[config.mk]
export PLATFORM = sky130hd
export DESIGN_NAME = datacache
export DESIGN_NICKNAME = d
export VERILOG_FILES = /design/src/rtl/datacache_pkg.sv /design/src/rtl/datacache_array.sv /design/src/rtl/datacache.sv
export SDC_FILE = /design/constraint.sdc
export NUM_CORES = 2
export LEC_CHECK = 0
export BUFFER_PORTS_ARGS = -buffer_cell sky130_fd_sc_hd__buf_4
export CAP_MARGIN = 20
export CELL_PAD_IN_SITES_DETAIL_PLACEMENT = 1
export CELL_PAD_IN_SITES_GLOBAL_PLACEMENT = 1
export CORE_MARGIN = 2
export CORE_UTILIZATION = 40
export CTS_CLUSTER_DIAMETER = 200
export DETAILED_ROUTE_END_ITERATION = 10
export GPL_ROUTABILITY_DRIVEN = 0
export PLACE_DENSITY_LB_ADDON = 0.1
export SKIP_LAST_GASP = 1
export SLEW_MARGIN = 20
export SYNTH_ARGS = -nofsm -noshare
export SYNTH_HDL_FRONTEND = slang
export SYNTH_SLANG_ARGS = --single-unit
[constraint.sdc]
create_clock -name clk -period 54.1 [get_ports clk]
set_input_delay 8.115 -clock clk [delete_from_list [all_inputs] [get_ports clk]]
set_output_delay 8.115 -clock clk [all_outputs]
set_load 0.05 [all_outputs]
[src/rtl/datacache_pkg.sv]
// rtl/datacache_pkg.sv - shared widths, state encoding and line word helpers for datacache
package datacache_pkg;
  localparam int WORD_SIZE        = 32;
  localparam int BLOCK_SIZE       = 256;
  localparam int CACHE_GROUP      = 4;
  localparam int CACHE_TAG_LEN    = 25;
  localparam int CACHE_INDEX_LEN  = 2;
  localparam int CACHE_OFFSET_LEN = 5;

  typedef enum logic [2:0] {
    IDLE,
    WB,
    FILL,
    FLUSH_SCAN,
    FLUSH_WB
  } state_t;

  function automatic logic [BLOCK_SIZE-1:0] merge_word(input logic [BLOCK_SIZE-1:0] line,
                                                       input logic [2:0] w,
                                                       input logic [WORD_SIZE-1:0] data);
    logic [BLOCK_SIZE-1:0] r;
    r = line;
    r[int'(w)*WORD_SIZE +: WORD_SIZE] = data;
    return r;
  endfunction

  function automatic logic [WORD_SIZE-1:0] get_word(input logic [BLOCK_SIZE-1:0] line,
                                                    input logic [2:0] w);
    return line[int'(w)*WORD_SIZE +: WORD_SIZE];
  endfunction
endpackage

[src/rtl/datacache_array.sv]
// rtl/datacache_array.sv - tag/valid/dirty/data storage, combinational read, per-field write enables
module datacache_array
  import datacache_pkg::*;
(
  input  logic                       clk,
  input  logic                       rst_n,
  input  logic [CACHE_INDEX_LEN-1:0] idx,
  output logic [CACHE_TAG_LEN-1:0]   rd_tag,
  output logic                       rd_valid,
  output logic                       rd_dirty,
  output logic [BLOCK_SIZE-1:0]      rd_line,
  input  logic                       line_we,
  input  logic [BLOCK_SIZE-1:0]      wr_line,
  input  logic                       tag_we,
  input  logic [CACHE_TAG_LEN-1:0]   wr_tag,
  input  logic                       valid_we,
  input  logic                       wr_valid,
  input  logic                       dirty_we,
  input  logic                       wr_dirty
);
  logic [BLOCK_SIZE-1:0]    data_q [CACHE_GROUP];
  logic [CACHE_TAG_LEN-1:0] tag_q  [CACHE_GROUP];
  logic [CACHE_GROUP-1:0]   valid_q;
  logic [CACHE_GROUP-1:0]   dirty_q;

  assign rd_tag   = tag_q[idx];
  assign rd_valid = valid_q[idx];
  assign rd_dirty = dirty_q[idx];
  assign rd_line  = data_q[idx];

  always_ff @(posedge clk) begin
    if (!rst_n) begin
      valid_q <= '0;
      dirty_q <= '0;
    end else begin
      if (valid_we) valid_q[idx] <= wr_valid;
      if (dirty_we) dirty_q[idx] <= wr_dirty;
    end
  end

  // Payload needs no reset: it is only observed through a valid bit.
  always_ff @(posedge clk) begin
    if (line_we) data_q[idx] <= wr_line;
    if (tag_we)  tag_q[idx]  <= wr_tag;
  end
endmodule

[src/rtl/datacache.sv]
// rtl/datacache.sv - write-back, write-allocate, direct-mapped data cache with flush
module datacache
  import datacache_pkg::*;
(
  input  logic                  clk,
  input  logic                  rst_n,
  input  logic                  req_valid,
  input  logic                  req_write,
  input  logic [31:0]           req_addr,
  input  logic [WORD_SIZE-1:0]  req_wdata,
  output logic                  req_ready,
  output logic                  resp_valid,
  output logic [WORD_SIZE-1:0]  resp_rdata,
  input  logic                  flush,
  output logic                  flush_done,
  output logic                  mem_req,
  output logic                  mem_we,
  output logic [31:0]           mem_addr,
  output logic [BLOCK_SIZE-1:0] mem_wline,
  input  logic                  mem_ack,
  input  logic [BLOCK_SIZE-1:0] mem_rline
);
  state_t state, state_n;
  logic [1:0]  ptr, ptr_n;
  logic        lat_write;
  logic [31:2] lat_addr;
  logic [WORD_SIZE-1:0] lat_wdata;

  logic mem_req_n, mem_we_n, resp_valid_n, flush_done_n;
  logic [31:0] mem_addr_n;
  logic [BLOCK_SIZE-1:0] mem_wline_n;
  logic [WORD_SIZE-1:0] resp_rdata_n;

  logic [CACHE_INDEX_LEN-1:0] idx;
  logic [CACHE_TAG_LEN-1:0] rd_tag, wr_tag;
  logic rd_valid, rd_dirty, hit, accept;
  logic [BLOCK_SIZE-1:0] rd_line, wr_line;
  logic line_we, tag_we, valid_we, wr_valid, dirty_we, wr_dirty;
  logic unused_addr_bits;

  assign unused_addr_bits = ^req_addr[1:0];
  assign req_ready = rst_n && (state == IDLE) && !flush;
  assign accept    = req_valid && req_ready;
  assign hit       = rd_valid && (rd_tag == req_addr[31:7]);

  // One shared port: lookup by incoming address, pending miss, or flush pointer.
  always_comb begin
    case (state)
      IDLE:                 idx = req_addr[6:5];
      FLUSH_SCAN, FLUSH_WB: idx = ptr;
      default:              idx = lat_addr[6:5];
    endcase
  end

  datacache_array u_array (
    .clk      (clk),
    .rst_n    (rst_n),
    .idx      (idx),
    .rd_tag   (rd_tag),
    .rd_valid (rd_valid),
    .rd_dirty (rd_dirty),
    .rd_line  (rd_line),
    .line_we  (line_we),
    .wr_line  (wr_line),
    .tag_we   (tag_we),
    .wr_tag   (wr_tag),
    .valid_we (valid_we),
    .wr_valid (wr_valid),
    .dirty_we (dirty_we),
    .wr_dirty (wr_dirty)
  );

  always_comb begin
    state_n      = state;
    ptr_n        = ptr;
    mem_req_n    = mem_req;
    mem_we_n     = mem_we;
    mem_addr_n   = mem_addr;
    mem_wline_n  = mem_wline;
    resp_valid_n = 1'b0;
    resp_rdata_n = '0;
    flush_done_n = 1'b0;
    line_we      = 1'b0;
    wr_line      = rd_line;
    tag_we       = 1'b0;
    wr_tag       = lat_addr[31:7];
    valid_we     = 1'b0;
    wr_valid     = 1'b0;
    dirty_we     = 1'b0;
    wr_dirty     = 1'b0;
    case (state)
      IDLE: begin
        if (flush) begin
          state_n = FLUSH_SCAN;
          ptr_n   = 2'd0;
        end else if (accept) begin
          if (hit) begin
            resp_valid_n = 1'b1;
            if (req_write) begin
              line_we  = 1'b1;
              wr_line  = merge_word(rd_line, req_addr[4:2], req_wdata);
              dirty_we = 1'b1;
              wr_dirty = 1'b1;
            end else begin
              resp_rdata_n = get_word(rd_line, req_addr[4:2]);
            end
          end else if (rd_valid && rd_dirty) begin
            state_n     = WB;
            mem_req_n   = 1'b1;
            mem_we_n    = 1'b1;
            mem_addr_n  = {rd_tag, req_addr[6:5], 5'b0};
            mem_wline_n = rd_line;
          end else begin
            state_n    = FILL;
            mem_req_n  = 1'b1;
            mem_we_n   = 1'b0;
            mem_addr_n = {req_addr[31:5], 5'b0};
          end
        end
      end
      WB: begin
        if (mem_ack) begin
          mem_req_n = 1'b0;
          state_n   = FILL;
        end
      end
      FILL: begin
        // Coming from WB, mem_req is low for one cycle before the fetch is issued.
        if (!mem_req) begin
          mem_req_n  = 1'b1;
          mem_we_n   = 1'b0;
          mem_addr_n = {lat_addr[31:5], 5'b0};
        end else if (mem_ack) begin
          mem_req_n    = 1'b0;
          state_n      = IDLE;
          resp_valid_n = 1'b1;
          line_we      = 1'b1;
          tag_we       = 1'b1;
          valid_we     = 1'b1;
          wr_valid     = 1'b1;
          dirty_we     = 1'b1;
          if (lat_write) begin
            wr_line  = merge_word(mem_rline, lat_addr[4:2], lat_wdata);
            wr_dirty = 1'b1;
          end else begin
            wr_line      = mem_rline;
            resp_rdata_n = get_word(mem_rline, lat_addr[4:2]);
          end
        end
      end
      FLUSH_SCAN: begin
        if (rd_valid && rd_dirty) begin
          state_n     = FLUSH_WB;
          mem_req_n   = 1'b1;
          mem_we_n    = 1'b1;
          mem_addr_n  = {rd_tag, ptr, 5'b0};
          mem_wline_n = rd_line;
        end else if (ptr == 2'd3) begin
          state_n      = IDLE;
          flush_done_n = 1'b1;
        end else begin
          ptr_n = ptr + 2'd1;
        end
      end
      FLUSH_WB: begin
        if (mem_ack) begin
          mem_req_n = 1'b0;
          dirty_we  = 1'b1;
          wr_dirty  = 1'b0;
          if (ptr == 2'd3) begin
            state_n      = IDLE;
            flush_done_n = 1'b1;
          end else begin
            state_n = FLUSH_SCAN;
            ptr_n   = ptr + 2'd1;
          end
        end
      end
      default: state_n = IDLE;
    endcase
  end

  always_ff @(posedge clk) begin
    if (!rst_n) begin
      state      <= IDLE;
      ptr        <= 2'd0;
      mem_req    <= 1'b0;
      mem_we     <= 1'b0;
      mem_addr   <= '0;
      mem_wline  <= '0;
      resp_valid <= 1'b0;
      resp_rdata <= '0;
      flush_done <= 1'b0;
      lat_write  <= 1'b0;
      lat_addr   <= '0;
      lat_wdata  <= '0;
    end else begin
      state      <= state_n;
      ptr        <= ptr_n;
      mem_req    <= mem_req_n;
      mem_we     <= mem_we_n;
      mem_addr   <= mem_addr_n;
      mem_wline  <= mem_wline_n;
      resp_valid <= resp_valid_n;
      resp_rdata <= resp_rdata_n;
      flush_done <= flush_done_n;
      if (accept) begin
        lat_write <= req_write;
        lat_addr  <= req_addr[31:2];
        lat_wdata <= req_wdata;
      end
    end
  end
endmodule

==> impl_metrics.toml <==
[global_routing]
grt_antenna_before_repair = 43
grt_max_degree = 150
grt_pass1_wl_um = 508500
grt_pass1_vias = 62990
grt_overflow = 0
track_usage_pct = 39.39

[setup_path]
crit_chain = "buf_4 > nor2_1 > and2_1 > buf_4"
cp_top_family = "simple AND/OR/NAND/NOR gates"
critPathCaptureType = "output pin"
max_stage_delay_ps = 400
critical_path_class = "input port to output pin"
worstPathRequired_ps = 45990
arrival_ps = 9140
crit_slowest_cell = "nor2_1"
start_kind = "input port"
r2r_slack_ps = 44040
cp_max_fo = 6
crit_top_cell = "buf_4"
critPathBufInv = 2

[cts]
clk_pin_slew_ps = 60
h-tree-depth = 4
cts_resized = 0
clock_latency_ps = 850
cts_setup_buffers = 0
cts_hold_buf = 0
cts-root-buf = "clkbuf_16"
cts_made_buffers = 169
ctsLongestPathBuffers = 3
cts_tree = "yes"
clock-sinks = 1519

[synthesis]
synth_warnings = 0
synth-edff-count = 1124
ys_seq_elements = 1519
avgSynthCellArea_um2 = 10.10
synth-seq-area-share_pct = 57.97
async_flop_share_pct = 0
synth_cell_types = 82
syn-cell-area_mm2 = 0.07187
dominantRegCellSynth = "edfxtp_1"
synthCells = 7112

[floorplan]
core_area_mm2 = 0.1784
fp.dieH_um = 427.9
start_util_pct = 40.28
io_pins = 651
die-area_mm2 = 0.1831
die_w_um = 427.9
rows = 155

[worst_hold_path]
hold_path.class = "flop to flop"

[final_layout]
fillers = 19510
syn_to_final_growth_pct = 17.31
fin_area_mm2 = 0.08431
drive_gt1_share_pct = 16.95
nets = 7717

[routing]
wl_per_cell_um = 37.64
wl_um = 372900
drc = 0
vias = 65250
drt_iter0_markers = 8602
dr.pass1.iters = 6
ant_nets = 0
vias_per_cell = 6.587

[sta]
period_share_pct = 31.89
rsz0062_at_grt = "no"
worst_slack_ps = 36850
hold_viol = 0
hold_slack_ps = 467.8
slew_headroom_pct = 12.35
setup_violations = 0
finalSetupTns_ps = 0
worstMarginPinSlew_ps = 1311
period_minus_slack_ps = 17250
max_freq_mhz = 57.96
fin_skew_ps = 37.90
final_max_slew_viol_count = 0

[place]
place_ws_ps = 36820
port_buffers = 643
dpl_cell_area_mm2 = 0.07847
dp_hpwl_um = 252800

[pwr]
ir_worst_vdd_mv = 0.04123
power_density_mw_per_mm2 = 69.95
leakage_nw = 31.18

[outcome]
status = "finished clean"

[job]
maxCapViolCount = 0
power breakdown:
group	internal, mW	switching [mW]	total (mW)
Combinational	0.688	2.05	2.74
Sequential	1.86	0.0923	1.95
Clock	0.704	0.501	1.21
Total	3.25	2.65	5.90
cell type report:
class	count	area, um^2	area share [%]
diodes	23	57.56	0.06827
clock buffers	243	5029	5.965
clock inverters	75	729.5	0.8652
inverters	56	210.2	0.2493
multi-input cells	4826	27530	32.65
flip-flops and latches	1519	41670	49.43
well taps	2355	2947	3.495
repair buffers	808	6136	7.278
Yosys cell counts, types with 57 or more instances:
cell type     n  area (um^2)
nand4_1     335         2096
a31oi_1     262         1639
clkbuf_1    612         2297
a221o_1     106         1061
dfxtp_1     395         7908
mux4_2      116         2613
nor2_1      105        394.1
and3_1      302         1889
o211ai_1    107        803.3
a21oi_1     366         1832
o21ai_0     425         2127
buf_1        57        214.0
edfxtp_1   1124        33750
nand3_1     267         1336
nand2_1    1928         7237
mux2i_1      66        660.6
cells by family after synthesis:
kind of cell               count (synthesis)  share of synthesized area (%)
adders and majority gates                 11                         0.1915
AOI/OAI and AO/OA                       1528                          13.48
buffers and inverters                    771                          4.210
other                                      1                       0.005218
DFF                                     1519                          57.97
and+or+nand+nor                         3076                          19.28
muxes                                    188                          4.648
xor gates and xnor gates                  18                         0.2194
worst paths after layout:
check / start / end / cells after the start
setup / recovery: flush / req_ready / 4
hold / removal: u_array.valid_q[2]$_SDFFE_PN0P_ / u_array.valid_q[2]$_SDFFE_PN0P_ / 1
setup reg to reg: state[2]$_SDFFE_PN0P_ / u_array.data_q[3][234]$_DFFE_PP_ / 14
hold reg to reg: u_array.valid_q[2]$_SDFFE_PN0P_ / u_array.valid_q[2]$_SDFFE_PN0P_ / 1
cells in the final DEF (no fill, tap or decap), drive strengths merged, types with 18 or more instances in the layout:
cell type,n
mux4,116
clkinv,52
buf,808
nand4,335
diode,23
a31oi,262
o221ai,51
nor2,105
and2,18
o21ai,430
nand2,1928
a221o,106
nor3,50
mux2i,66
o32ai,36
a211oi,56
nand3,267
inv,63
a21oi,366
and3,302
clkbuf,243
edfxtp,1124
dfxtp,395
xnor2,18
o211ai,107
a311o,18
per-layer routing:
metal	wire length, um	share of wire [%]	track usage, %
met5	109	0.029	0
met4	36700	9.8	32.68
met2	160900	43	58.16
met3	39100	10	11.15
met1	136000	36	47.85
per-stage QoR:
step                util, %  power [mW]  instances
finish                47.25       5.897       9905
global route          47.22       6.050       9885
CTS                   47.20       5.791       9882
detailed placement    43.98       4.584       9564
global placement      43.97       4.499       9564
floorplan                 -       3.518       7116
flip-flops by register name (all words and copies together) (netlist names), 27 cells and up:
signal          flops
lat_addr           30
lat_wdata          32
mem_addr           27
mem_wline         256
resp_rdata         32
u_array.data_q   1024
u_array.tag_q     100
Power figures use the tool's default switching activity.
